[config.mk]
export PLATFORM = sky130hd
export DESIGN_NAME = cube_anim_gen
export DESIGN_NICKNAME = d
export VERILOG_FILES = /design/src/rtl/cube_pkg.sv /design/src/rtl/cube_lfsr16.sv /design/src/rtl/cube_anim_gen.sv
export SDC_FILE = /design/constraint.sdc
export NUM_CORES = 1
export LEC_CHECK = 0
export ABC_AREA = 1
export CORE_MARGIN = 2
export CORE_UTILIZATION = 50
export DETAILED_ROUTE_END_ITERATION = 6
export PLACE_DENSITY = 0.79
export SYNTH_ARGS = -nofsm -noshare
export SYNTH_HDL_FRONTEND = slang
export SYNTH_SLANG_ARGS = --single-unit
[constraint.sdc]
create_clock -name clk -period 29.1 [get_ports clk]
set_input_delay 8.73 -clock clk [delete_from_list [all_inputs] [get_ports clk]]
set_output_delay 8.73 -clock clk [all_outputs]
set_load 0.005 [all_outputs]
[src/rtl/cube_pkg.sv]
// Shared types and helpers for the LED cube animation generator.
// Holds cube geometry, the animation mode and FSM state enums, and the BOX edge test.
package cube_pkg;

  localparam int LAYER_W = 64;
  localparam int CUBE_N  = 8;

  typedef enum logic [1:0] {
    MODE_SWEEP_Z = 2'd0,
    MODE_SWEEP_X = 2'd1,
    MODE_BOX     = 2'd2,
    MODE_RAIN    = 2'd3
  } cube_mode_e;

  typedef enum logic [1:0] {
    IDLE   = 2'd0,
    RENDER = 2'd1,
    PEND   = 2'd2
  } cube_state_e;

  // A voxel lies on the box wireframe when it is inside [lo, hi] on every axis
  // and sits on a face in at least two of them.
  function automatic logic box_bit(input logic [2:0] x, input logic [2:0] y,
                                   input logic [2:0] z, input logic [1:0] step);
    logic [2:0] lo;
    logic [2:0] hi;
    logic       in_x;
    logic       in_y;
    logic       in_z;
    logic [1:0] edges;
    lo    = 3'd3 - {1'b0, step};
    hi    = 3'd4 + {1'b0, step};
    in_x  = (x >= lo) && (x <= hi);
    in_y  = (y >= lo) && (y <= hi);
    in_z  = (z >= lo) && (z <= hi);
    edges = 2'((x == lo) || (x == hi)) + 2'((y == lo) || (y == hi)) + 2'((z == lo) || (z == hi));
    return in_x && in_y && in_z && (edges >= 2'd2);
  endfunction

endpackage

[src/rtl/cube_lfsr16.sv]
// 16-bit Fibonacci LFSR (taps 16,14,13,11) used as the raindrop position source.
// Only present when CUBE_ANIM_RAIN_EN is defined.
`ifdef CUBE_ANIM_RAIN_EN
module cube_lfsr16 (
  input  logic        clk,
  input  logic        rst,
  input  logic        en,
  input  logic [15:0] seed,
  output logic [15:0] q
);

  logic [15:0] q_reg;
  logic        fb;

  assign fb = q_reg[0] ^ q_reg[2] ^ q_reg[3] ^ q_reg[5];

  always_ff @(posedge clk) begin
    if (rst) begin
      q_reg <= seed;
    end else if (en) begin
      q_reg <= {fb, q_reg[15:1]};
    end
  end

  assign q = q_reg;

endmodule
`endif

[src/rtl/cube_anim_gen.sv]
// Renders 8x8x8 cube animation frames into a back buffer and presents them on the scanner's frame_ack.
// Define CUBE_ANIM_RAIN_EN for the LFSR-driven RAIN mode; otherwise mode 3 is an all-ones lamp test.
module cube_anim_gen
  import cube_pkg::*;
#(
  parameter int          TICK_DIV = 25_000_000,
  parameter logic [15:0] SEED     = 16'hACE1
) (
  input  logic        clk,
  input  logic        rst,
  input  logic [1:0]  mode,
  input  logic        pause,
  input  logic        next_pulse,
  input  logic        frame_ack,
  output logic [63:0] layer_1,
  output logic [63:0] layer_2,
  output logic [63:0] layer_3,
  output logic [63:0] layer_4,
  output logic [63:0] layer_5,
  output logic [63:0] layer_6,
  output logic [63:0] layer_7,
  output logic [63:0] layer_8,
  output logic        frame_valid,
  output logic        overrun
);

  localparam int               CNT_W     = $clog2(TICK_DIV);
  localparam logic [CNT_W-1:0] TICK_LAST = CNT_W'(TICK_DIV - 1);

  cube_state_e        state_reg;
  cube_state_e        state_next;
  cube_mode_e         mode_in;
  cube_mode_e         cur_mode_reg;
  cube_mode_e         last_mode_reg;
  logic [CNT_W-1:0]   cnt_reg;
  logic [2:0]         z_reg;
  logic [2:0]         step_reg;
  logic [2:0]         step_next;
  logic               frame_valid_reg;
  logic               overrun_reg;
  logic               tick;
  logic               req;
  logic               start;
  logic               last_layer;
  logic               present;
  logic               drop;
  logic [7:0]         sweep_row;
  logic [LAYER_W-1:0] box_word;
  logic [LAYER_W-1:0] render_word;
  logic [LAYER_W-1:0] back_reg  [CUBE_N];
  logic [LAYER_W-1:0] front_reg [CUBE_N];

  assign mode_in = cube_mode_e'(mode);
  assign tick    = (cnt_reg == TICK_LAST) & ~pause;
  assign req     = tick | next_pulse;

`ifdef CUBE_ANIM_RAIN_EN
  logic [15:0] lfsr_q;
  logic [9:0]  unused_lfsr_hi;

  cube_lfsr16 u_lfsr (
    .clk  (clk),
    .rst  (rst),
    .en   (last_layer),
    .seed (SEED),
    .q    (lfsr_q)
  );

  assign unused_lfsr_hi = lfsr_q[15:6];
`else
  logic [15:0] unused_seed;
  assign unused_seed = SEED;
`endif

  always_comb begin
    state_next = state_reg;
    start      = 1'b0;
    last_layer = 1'b0;
    present    = 1'b0;
    drop       = 1'b0;
    case (state_reg)
      IDLE: begin
        if (req) begin
          start      = 1'b1;
          state_next = RENDER;
        end
      end
      RENDER: begin
        drop = req;
        if (z_reg == 3'd7) begin
          last_layer = 1'b1;
          state_next = PEND;
        end
      end
      PEND: begin
        drop = req;
        if (frame_ack) begin
          present    = 1'b1;
          state_next = IDLE;
        end
      end
      default: state_next = IDLE;
    endcase
  end

  // BOX cycles through four sizes; every other mode sweeps all eight positions.
  assign step_next = (cur_mode_reg == MODE_BOX) ? {1'b0, step_reg[1:0] + 2'd1} : step_reg + 3'd1;
  assign sweep_row = 8'd1 << step_reg;

  genvar gi;
  generate
    for (gi = 0; gi < LAYER_W; gi++) begin : g_box
      assign box_word[gi] = box_bit(3'(gi % CUBE_N), 3'(gi / CUBE_N), z_reg, step_reg[1:0]);
    end
  endgenerate

  always_comb begin
    render_word = '0;
    case (cur_mode_reg)
      MODE_SWEEP_Z: render_word = {LAYER_W{z_reg == step_reg}};
      MODE_SWEEP_X: render_word = {CUBE_N{sweep_row}};
      MODE_BOX:     render_word = box_word;
      MODE_RAIN: begin
`ifdef CUBE_ANIM_RAIN_EN
        // Drops fall one layer per frame; a fresh drop enters at the top.
        render_word = (z_reg == 3'd7) ? (LAYER_W'(1) << lfsr_q[5:0]) : front_reg[z_reg + 3'd1];
`else
        render_word = '1;
`endif
      end
      default: render_word = '0;
    endcase
  end

  always_ff @(posedge clk) begin
    if (rst) begin
      state_reg       <= IDLE;
      cnt_reg         <= '0;
      z_reg           <= '0;
      step_reg        <= '0;
      cur_mode_reg    <= MODE_SWEEP_Z;
      last_mode_reg   <= MODE_SWEEP_Z;
      frame_valid_reg <= 1'b0;
      overrun_reg     <= 1'b0;
      for (int k = 0; k < CUBE_N; k++) begin
        front_reg[k] <= '0;
      end
    end else begin
      state_reg <= state_next;
      cnt_reg   <= (cnt_reg == TICK_LAST) ? '0 : cnt_reg + CNT_W'(1);
      if (start) begin
        cur_mode_reg  <= mode_in;
        last_mode_reg <= mode_in;
        z_reg         <= '0;
        if (mode_in != last_mode_reg) begin
          step_reg <= '0;
        end
      end
      if (state_reg == RENDER) begin
        z_reg <= z_reg + 3'd1;
      end
      if (last_layer) begin
        step_reg        <= step_next;
        frame_valid_reg <= 1'b1;
      end
      if (present) begin
        for (int k = 0; k < CUBE_N; k++) begin
          front_reg[k] <= back_reg[k];
        end
        frame_valid_reg <= 1'b0;
      end
      if (drop) begin
        overrun_reg <= 1'b1;
      end
    end
  end

  always_ff @(posedge clk) begin
    if (state_reg == RENDER) begin
      back_reg[z_reg] <= render_word;
    end
  end

  assign layer_1     = front_reg[0];
  assign layer_2     = front_reg[1];
  assign layer_3     = front_reg[2];
  assign layer_4     = front_reg[3];
  assign layer_5     = front_reg[4];
  assign layer_6     = front_reg[5];
  assign layer_7     = front_reg[6];
  assign layer_8     = front_reg[7];
  assign frame_valid = frame_valid_reg;
  assign overrun     = overrun_reg;

endmodule
* Word level (Yosys, flattened, before mapping) *
Memories as Yosys holds them, arrays and structs flattened.
Index checks and enable logic that the tools add are counted.
W data, S select, Z words.

word-level totals
  bits in registers = 37
  bits in writable memories = 1,024
  input bits = 7
  output and inout bits = 514
  logic and storage cells = 344
  memories kept = 2

memories
  name       depth  width  rd ports  clocked after Yosys merged registers in  wr ports  RTL line             RTL
  back_reg   8      64     8         0                                        1         cube_anim_gen.sv:50  logic [LAYER_W-1:0] back_reg [CUBE_N];
  front_reg  8      64     8         0                                        8         cube_anim_gen.sv:51  logic [LAYER_W-1:0] front_reg [CUBE_N];

cells by class
  add/sub/neg operators = 78
  order comparisons = 54
  equal/unequal tests = 28
  shift operators = 1
  multiplexer cells = 33
  bitwise operators = 11
  reduce and logical (&&, ||, !) cells = 130

operators with widths
  kind                     number
  $mux W64                 8
  $pmux W64 S4             1
  $logic_and A1 B1 Y1      109
  $add A1 B1 Y2            36
  $add A2 B1 Y2            36
  $ge A2 B2 Y1 const B     36
  $add A25 B1 Y25 const B  1
  $eq A25 B25 Y1 const B   1
  $eq A3 B3 Y1 const A     8
  $mux W3                  6
  $mux W1                  14
  $eq A2 B3 Y1 const A     4
  $ge A3 B3 Y1 const A     4
  $le A3 B3 Y1 const A     4
  $eq A3 B3 Y1             3
  $logic_or A1 B1 Y1       9
  $or A1 B1 Y1             9
  $shl A1 B3 Y8 const A    1
  $add A3 B1 Y3 const B    2
  $eq A1 B3 Y1 const A     2
  $eq A2 B2 Y1 const B     3
  $ge A1 B3 Y1 const A     2
  $ge A2 B3 Y1 const A     2
  $le A1 B3 Y1 const A     2
  other kinds (20)         32

* Logic depth before layout (Yosys ltp) *
Gate-level depths: netlist (run 1).

  word-level depth = 8
  mapped depth = 13
  gate-level depth less buffers = 13

* Worst setup path before layout (run 1) *
No wires, ideal clock.

  path kind = input to register
  start = input rst
  end = memory front_reg[1][36], in the netlist front_reg[0][100] (enable)
  setup time = 2.413 ns
  arrival time = 14.212 ns
  data required time = 26.687 ns
  path slack = 12.475 ns
  stages on the path = 3
  path buffers = 1
  cell sequence = buf_2 -> inv_1 -> nand2_1

RTL lines
  what                RTL line             RTL
  start: declaration  cube_anim_gen.sv:10  input logic rst,
  end: declaration    cube_anim_gen.sv:51

==> reports/qor.txt, run 1 <==
Status - complete, no violations
CTS Hold Buffers Added - 0
Max Transition Viols Final - 0
# clock sinks - 677
MaxCap Viol Count - 0
WS Path Type - in2reg
Worst EP arrival - 11.83 ns
Mapped cell area - 26,000 um2
Die width - 232 um
Worst skew pair latency - 0.60 ns
Gr ovfl total - 0
Die Area - 53,800 um2
Gpl congestion - 0.821
Clk_skew - 0.0196 ns
Largest net degree at the start of global routing - 93
Yosys Warn Count - 0
Max Root-Sink Buffers - 3
Highest Clock Rate - 0.0861 GHz
Top Ports - 521
Worst-path clk slew - 0.06 ns
WHS - 0.464 ns
Hold WC Path Type - reg2reg
CTS tree - yes
Final TNS setup - 0 ns
Final core utilization - 63.7%
Drt wl/cell - 19.6 um
Vias in the first global route - 14,200
Unrepaired setup endpoints after global routing - false
Syn_nets - 1,958
Rel. slew slack - 25.0%
Layout cells sized above 1 - 6.73%
Worst r2r path cells - 13
CP Max Fanout - 79
H-tree level count - 3
Tcrit/Tclk final - 39.9%
Library cells used by synthesis - 36
Remaining DRCs - 0
Vias - 14,600
Worst-Margin Slew - 1.12 ns
GRT Overall Usage - 21.8%
RR Endpoint - back_reg[7][61]
Drt pass-1 iters - 5
CORE AREA - 51,400 um2
Max VDD drop - 0.0000483 V
Initial core utilization - 50.6%
Power Total - 2.17 mW
Minimum clock period - 11.62 ns
Antenna Diode Count - 0
Initial DRC count - 1,101
Pwr Density - 66.3 nW/um2
# nets final - 2,328
Initial antenna violation count - 2
Final Hold Fails - 0
Post-DP HPWL - 39.7 mm
Area growth syn-to-layout - 26.0%
Setup violators final - 0
First-pass GRT wire length - 86.1 mm
Seq/Total Area, Yosys - 76.8%
Worst hold path endpoint - cnt_reg[24]
Total CTS buffers - 67
Worst r2r src - step_reg[1]
CP Capture Type - flip-flop
Die span in y - 232 um
Crit start category - input port
Reg2reg setup slack - 25.53 ns
Via/cell ratio - 4.83
Routed WL - 59.5 mm
# rows - 83
Mapped Cells - 1,927
Number of port buffers - 520
Post CTS Setup Buffer Count - 0
Routed Antenna Nets - 0
Syn_area_per_cell - 13.5 um2
Flops & latches, synth - 677
Worst hold start - cnt_reg[24]
Cell leakage power - 12.9 nW
Root buf cell - clkbuf_16
Worst Hold Depth - 2
Worst Path Required - 29.31 ns
Gates resized, CTS repair - 0
==> cell families after synthesis <==
family	after synthesis	synth area share, %
AO/OA/AOI/OAI	54	1.09
AND/OR/NAND/NOR	540	8.81
buffers and inverters	624	11.9
adder cells (fa/ha/maj)	24	1.15
flip-flops	677	76.8
XOR/XNOR	8	0.270
==> final cells by class <==
type	instances	area, um2
clock buffers	84	1810
well taps	680	851
repair buffers	536	5320
fillers	3658	18700
clock inverters	37	318
flip-flops and latches	677	20000
inverters	389	1460
multi-input cells	626	3020
==> power by group <==
group,switching [mW],internal [mW]
combinational,0.114,0.0716
clock,0.350,0.480
sequential,0.0183,1.14
==> critical path, cell delays in order <==
cell,delay [ns]
clkdlybuf4s50_1,0.59
nand2_1,0.12
nand2_4,0.47
buf_4,0.89
buf_4,0.87
==> placed cells by master, fill, tap and decap left out, types with 2 or more instances in the layout <==
master	n
nand4_1	12
nor3_1	5
inv_2	7
clkbuf_1	12
nor2_1	354
nor2_2	6
clkbuf_8	3
a21oi_1	28
o21ai_0	20
dfxtp_1	37
nand3_1	65
clkinv_1	12
edfxtp_1	640
nand3_2	2
xnor2_1	5
xor2_1	3
nor2_4	13
nand2_4	2
nand2_1	66
clkinv_8	3
inv_6	2
ha_1	24
or2_2	2
clkdlybuf4s50_1	519
bufinv_16	4
clkinv_2	15
nand2_2	6
buf_4	17
inv_1	382
clkbuf_16	69
==> stage by stage <==
step                      setup slack (ns)  instances  cell area [um2]
after global routing                 17.29       3029            32700
after CTS                            17.50       3029            32700
after floorplan                      12.48       1927            26000
after global placement               16.95       2908            30600
final                                17.48       3029            32700
after detailed placement             16.87       2908            30600
==> layer usage <==
layer | global-route usage, % | wire length [um]
met3 | 3.81 | 3680
met2 | 38.8 | 31400
met5 | 0 | 8
met4 | 7.59 | 1460
met1 | 26.9 | 22900
==> Yosys cell counts <==
library cell	n	area, um2
edfxtp_1	640	19200
inv_1	382	1430
nor2_1	362	1360
buf_4	193	1450
nand2_1	67	251
nand3_1	66	330
dfxtp_1	37	741
a21oi_1	28	140
buf_2	24	120
ha_1	24	300
o21ai_0	20	100
clkbuf_1	15	56.3
nand4_1	12	75.1
inv_2	7	26.3
nand2_2	6	37.5
nor2_2	6	37.5
nor2_4	5	56.3
nor3_1	5	25.0
xnor2_1	5	43.8
buf_1	3	11.3
xor2_1	3	26.3
nand3_2	2	20.0
or2_2	2	12.5
a21o_1	1	7.51
and3_1	1	6.26
nand2_4	1	11.3
nand4_4	1	21.3
nor3_2	1	10.0
nor3_4	1	16.3
nor3b_1	1	7.51
nor4_2	1	12.5
o2111ai_1	1	8.76
o21ai_1	1	5.00
o21ai_2	1	8.76
o22ai_1	1	6.26
o31ai_1	1	7.51
==> worst max path at each step <==
stage | from | to | slack [ns] | depth (start not counted)
floorplan | rst | front_reg[0][100] | 12.48 | 3
global placement | frame_ack | front_reg[0][231] | 16.95 | 5
detailed placement | frame_ack | front_reg[0][231] | 16.87 | 5
CTS | frame_ack | front_reg[0][174] | 17.50 | 5
global route | frame_ack | front_reg[0][174] | 17.29 | 5
finish | frame_ack | front_reg[0][371] | 17.48 | 5
Note: power is estimated with default switching activity, not from simulation.
==> run 2: changes to the inputs <==
==> constraint.sdc (replaced) <==
create_clock -name clk -period 11.5 [get_ports clk]
set_input_delay 3.45 -clock clk [delete_from_list [all_inputs] [get_ports clk]]
set_output_delay 3.45 -clock clk [all_outputs]
set_load 0.005 [all_outputs]
==> run 2 against run 1 <==
- core utilization grew 0.15 points
- worst hold slack worse by 0.0020 ns
- sequential share of layout area is 0.15 points lower
- routed wire length fell by 0.58%
- die area stayed put
- critical path depth shrank 1
- setup slack lost 11 ns
- register-to-register slack lost 18 ns
- power grew to 2.6 times the previous value
- design area is 0.24% higher
- first-iteration DRC count decreased by 0.45%
- highest routed layer unchanged
==> reports/qor.txt, run 2 (synthesized netlist as in run 1, its figures left out) <==
Highest Clock Rate - 0.184 GHz
Final Hold Fails - 0 (unchanged)
Root buf cell - clkbuf_16 (unchanged)
Dpl ws - 5.46 ns (was 16.87 ns)
Die span in y - 232 um (unchanged)
Largest stage delay, worst path - 0.68 ns (was 0.89 ns)
Most common cell after layout, fill and taps aside - edfxtp_1 (unchanged)
Antenna Diode Count - 0 (unchanged)
Worst EP arrival - 5.64 ns (was 11.83 ns)
Via/cell ratio - 4.81 (was 4.83)
Drt pass-1 iters - 6 (was 5)
Crit start category - input port (unchanged)
Crit-path slowest cell - nand2_4 (was buf_4)
Number of port buffers - 520 (unchanged)
Layout fillers - 3,553 (was 3,658)
Top Ports - 521 (unchanged)
Die width - 232 um (unchanged)
Power Total - 5.55 mW (was 2.17 mW)
Finished Layout Cells - 3,029 (unchanged)
Vias - 14,600 (about the same)
Routed Antenna Nets - 0 (unchanged)
Minimum clock period - 5.44 ns
CORE AREA - 51,400 um2 (unchanged)
Worst r2r src - step_reg[1] (unchanged)
Cell leakage power - 12.9 nW (about the same)
Crit path to - front_reg[0][44] (was front_reg[0][371])
GRT Overall Usage - 21.6% (was 21.8%)
MaxCap Viol Count - 0 (unchanged)
Vias in the first global route - 14,200 (about the same)
Final TNS setup - 0 ns (unchanged)
Worst Path Required - 11.71 ns (was 29.31 ns)
Die Area - 53,800 um2 (unchanged)
Worst-path clk slew - 0.06 ns (about the same)
Initial antenna violation count - 1 (was 2)
Most frequent cells in the layout - 640 x edfxtp_1, 519 x clkdlybuf4s50_1, 382 x inv_1 (unchanged)
RR Endpoint - back_reg[7][61] (unchanged)
Total CTS buffers - 67 (unchanged)
Initial DRC count - 1,096 (was 1,101)
Placed Cells - 2,907 (was 2,908)
CTS Hold Buffers Added - 0 (unchanged)
Worst r2r path cells - 13 (unchanged)
CP Capture Type - flip-flop (unchanged)
Setup violators final - 0 (unchanged)
Max Transition Viols Final - 0 (unchanged)
Reg2reg setup slack - 7.87 ns (was 25.53 ns)
Gpl congestion - 0.827 (was 0.821)
Gates resized, CTS repair - 0 (unchanged)
Worst-Margin Slew - 1.12 ns (about the same)
Layout cells sized above 1 - 6.77% (was 6.73%)
First-pass GRT wire length - 85.2 mm (was 86.1 mm)
Initial core utilization - 50.6% (unchanged)
Critical Path, Cell by Cell - clkdlybuf4s50_1, nand2_1, nand2_4, buf_12 (was clkdlybuf4s50_1, nand2_1, nand2_4, buf_4, buf_4)
# nets final - 2,327 (was 2,328)
Pwr Density - 169 nW/um2 (was 66.3 nW/um2)
Tcrit/Tclk final - 47.3%
# rows - 83 (unchanged)
Gr ovfl total - 0 (unchanged)
Status - complete, no violations (unchanged)
Clk_skew - 0.0286 ns (was 0.0196 ns)
Drt wl/cell - 19.5 um (was 19.6 um)
Setup ws final - 6.06 ns (was 17.48 ns)
H-tree level count - 3 (unchanged)
Post CTS Setup Buffer Count - 0 (unchanged)
Unrepaired setup endpoints after global routing - false (unchanged)
Routed WL - 59.2 mm (was 59.5 mm)
WS Path Type - in2reg (unchanged)
Rel. slew slack - 25.3% (was 25.0%)
# clock sinks - 677 (unchanged)
Area growth syn-to-layout - 26.3% (was 26.0%)
Worst skew pair latency - 0.62 ns (was 0.60 ns)
Final core utilization - 63.9% (was 63.7%)
CTS tree - yes (unchanged)
Remaining DRCs - 0 (unchanged)
Max VDD drop - 0.000126 V (was 0.0000483 V)
CP Launch Point - frame_ack (unchanged)
Post-DP HPWL - 39.1 mm (was 39.7 mm)
Hold WC Path Type - reg2reg (unchanged)
Largest net degree at the start of global routing - 153 (was 93)
CP Max Fanout - 152 (was 79)
Max Root-Sink Buffers - 3 (unchanged)
==> run 2: final cells by class <==
class	count	area (um2)	share of cell area, %
Timing Repair Buffer	535	5330	16.2
Clock inverter	39	354	1.08
Inverter	389	1460	4.45
Tap cell	680	851	2.59
Sequential cell	677	20000	60.8
Clock buffer	83	1850	5.64
Multi-Input combinational cell	626	3020	9.21
==> run 2: metal layers <==
metal	up-vias	wire length, um	GRT usage [%]	share of wire [%]
met5	-	27	0	0.046
met4	4	1590	7.95	2.7
met3	100	3190	3.77	5.4
met2	513	31100	38.3	53
met1	7150	23200	26.4	39
li1	6816	-	-	-
==> run 2: worst max-delay path: cells and delay by family <==
kind,cells,cell delay [ns]
buffers and inverters,2,1.08
and+or+nand+nor,2,0.80
==> run 2: worst min path at each step <==
stage	from	cells after the start	endpoint	slack (ns)
floorplan	cnt_reg[0]	1	cnt_reg[0]	0.43
global placement	cnt_reg[0]	1	cnt_reg[0]	0.44
detailed placement	cnt_reg[24]	2	cnt_reg[24]	0.45
CTS	cnt_reg[24]	2	cnt_reg[24]	0.46
global route	cnt_reg[22]	2	cnt_reg[22]	0.50
finish	cnt_reg[24]	2	cnt_reg[24]	0.46
==> run 2: power by group <==
part | leakage [nW] | switching, mW | internal, mW
sequential | 6.47 | 0.0461 | 2.87
clock | 1.06 | 0.900 | 1.26
combinational | 5.34 | 0.288 | 0.182
==> run 2: stage by stage <==
stage	area, um2	hold WS [ns]
floorplan	26000	0.429
global placement	30600	0.438
detailed placement	30600	0.454
CTS	32800	0.465
finish	32800	0.462
global route	32800	0.503
==> run 3: changes to the inputs <==
==> constraint.sdc (replaced) <==
create_clock -name clk -period 5.2 [get_ports clk]
set_input_delay 1.56 -clock clk [delete_from_list [all_inputs] [get_ports clk]]
set_output_delay 1.56 -clock clk [all_outputs]
set_load 0.005 [all_outputs]
==> run 3 against run 2 <==
- setup slack lost 4.5 ns
- non-clock buffer count grew 2
- power grew 120%
- register-to-register slack lost 6.3 ns
- combinational power grew 120%
- sequential share of layout area shrank 0.11 points
==> reports/qor.txt, run 3 (synthesized netlist as in run 1, its figures left out) <==
Worst-path clk slew - 0.06 ns (about the same)
Gpl congestion - 0.837 (was 0.827)
# clock sinks - 677 (unchanged)
Clk_skew - 0.0183 ns (was 0.0286 ns)
First-pass GRT wire length - 87.0 mm (was 85.2 mm)
Layout cells sized above 1 - 6.60% (was 6.77%)
Gates resized, CTS repair - 0 (unchanged)
Post-DP HPWL - 39.8 mm (was 39.1 mm)
Root buf cell - clkbuf_16 (unchanged)
Clock power frac - 38.9% (about the same)
Total CTS buffers - 67 (unchanged)
Die width - 232 um (unchanged)
Die span in y - 232 um (unchanged)
Max Transition Viols Final - 0 (unchanged)
Post CTS Setup Buffer Count - 0 (unchanged)
CORE AREA - 51,400 um2 (unchanged)
Crit-path slowest cell - nand3_1 (was nand2_4)
Routed Antenna Nets - 0 (unchanged)
Worst-Margin Slew - 0.946 ns (was 1.12 ns)
CP Capture Type - flip-flop (unchanged)
Critical Path, Cell by Cell - inv_1, ha_1, inv_1, nor2_1, nor2_1, a21oi_1, ha_1, inv_1, o21ai_0, o21ai_2, nand3_1 (was clkdlybuf4s50_1, nand2_1, nand2_4, buf_12)
Minimum clock period - 3.59 ns
Max Root-Sink Buffers - 3 (unchanged)
Multi-input gate area - 3030 um2 (was 3020 um2)
Worst EP arrival - 3.67 ns (was 5.64 ns)
Buffers & Inverters on Critical Path - 3 (was 2)
CP Max Fanout - 8 (was 152)
Final TNS setup - 0 ns (unchanged)
Int Pwr - 9.57 mW (was 4.32 mW)
Setup ws final - 1.61 ns (was 6.06 ns)
Tcrit/Tclk final - 69.1%
MaxCap Viol Count - 0 (unchanged)
Die Area - 53,800 um2 (unchanged)
Routed WL - 60.4 mm (was 59.2 mm)
Largest stage delay, worst path - 0.62 ns (was 0.68 ns)
CTS tree - yes (unchanged)
Drt pass-1 iters - 5 (was 6)
# nets final - 2,329 (was 2,327)
Crit start category - flip-flop (was input port)
Cell leakage power - 12.9 nW (about the same)
Number of port buffers - 520 (unchanged)
Initial core utilization - 50.6% (unchanged)
# rows - 83 (unchanged)
Combinational power share - 8.5% (about the same)
Dpl ws - 1.26 ns (was 5.46 ns)
Worst path top cell family by delay - simple AND/OR/NAND/NOR gates (was buffers and inverters)
GRT Overall Usage - 22.1% (was 21.6%)
H-tree level count - 3 (unchanged)
Final Hold Fails - 0 (unchanged)
Via/cell ratio - 4.86 (was 4.81)
Drt wl/cell - 19.9 um (was 19.5 um)
Layout fillers - 3,598 (was 3,553)
Crit-path most repeated cell - inv_1
Initial antenna violation count - 3 (was 1)
Highest Clock Rate - 0.279 GHz
Top Ports - 521 (unchanged)
Remaining DRCs - 0 (unchanged)
Area growth syn-to-layout - 26.5% (was 26.3%)
Sw power - 2.72 mW (was 1.23 mW)
Setup violators final - 0 (unchanged)
Gr ovfl total - 0 (unchanged)
Sequential share of power - 52.6% (about the same)
Hold WC Path Type - reg2reg (unchanged)
Status - complete, no violations (unchanged)
Vias in the first global route - 14,500 (was 14,200)
Antenna Diode Count - 0 (unchanged)
Sw Share - 22.1% (was 22.2%)
Most common cell after layout, fill and taps aside - edfxtp_1 (unchanged)
Max VDD drop - 0.000267 V (was 0.000126 V)
Initial DRC count - 1,099 (was 1,096)
Rel. slew slack - 36.8% (was 25.3%)
Vias - 14,700 (was 14,600)
Worst Path Required - 5.28 ns (was 11.71 ns)
Pwr Density - 374 nW/um2 (was 169 nW/um2)
Sequential cell area - 20,000 um2 (unchanged)
Most frequent cells in the layout - 640 x edfxtp_1, 519 x clkdlybuf4s50_1, 382 x inv_1 (unchanged)
CTS Hold Buffers Added - 0 (unchanged)
WS Path Type - reg2reg (was in2reg)
Largest net degree at the start of global routing - 121 (was 153)
Unrepaired setup endpoints after global routing - false (unchanged)
Worst skew pair latency - 0.60 ns (was 0.62 ns)
[run 3: changes by cell type in the layout (fill, tap and decap cells not counted), sizes merged]
cell / before / now
clkinvlp: 6 / 3
buf: 16 / 18
clkbuf: 83 / 89
bufinv: 5 / 6
inv: 390 / 393
clkinv: 27 / 19
[run 3: final timing paths]
kind	from	end	slack, ns	cells after the start
hold reg to reg	cnt_reg[24]	cnt_reg[24]	0.47	2
setup reg to reg	step_reg[1]	back_reg[7][4]	1.61	11
setup / recovery	step_reg[1]	back_reg[7][4]	1.61	11
hold / removal	cnt_reg[24]	cnt_reg[24]	0.47	2
[run 3: metrics by stage]
step	utilization, %	hold slack [ns]	power [mW]	std cells	cell area [um2]
2_1_floorplan	-	0.429	6.97	1927	26000
3_3_place_gp	59.7	0.438	7.60	2909	30700
3_5_place_dp	59.7	0.468	7.64	2909	30700
4_1_cts	64.0	0.476	12.4	3030	32900
5_1_grt	64.0	0.498	12.6	3030	32900
6_report	64.0	0.475	12.3	3030	32900
[run 3: final cells by class]
cell class / instances / share of cell area (%)
Multi-Input combinational cell: 626 / 9.22
Clock inverter: 32 / 1.06
Timing Repair Buffer: 537 / 16.4
Sequential cell: 677 / 60.7
Tap cell: 680 / 2.59
Inverter: 389 / 4.44
Clock buffer: 89 / 5.60
[run 3: metal layers]
metal / global-route usage (%) / vias to the layer above / share of wire, %
met5: 0 / - / 0.048
met4: 7.35 / 4 / 2.7
met3: 4.37 / 108 / 6.5
met2: 39.4 / 564 / 52
met1: 26.8 / 7232 / 38
li1: - / 6823 / -
[run 3: power groups by stage]
stage	sequential [mW]	clock [mW]	combinational, mW
global route	6.48	5.05	1.12
CTS	6.46	4.87	1.07
global placement	6.57	0	1.03
detailed placement	6.58	0	1.06
finish	6.46	4.78	1.05
floorplan	6.56	0	0.415
[run 3: worst register-to-register path, stage by stage, from the launching register on]
cell and delay (ns):
dfxtp_1 0.50, inv_1 0.18, ha_1 0.33, inv_1 0.07
nor2_1 0.14, nor2_1 0.08, a21oi_1 0.41, ha_1 0.33
inv_1 0.08, o21ai_0 0.13, o21ai_2 0.23, nand3_1 0.62
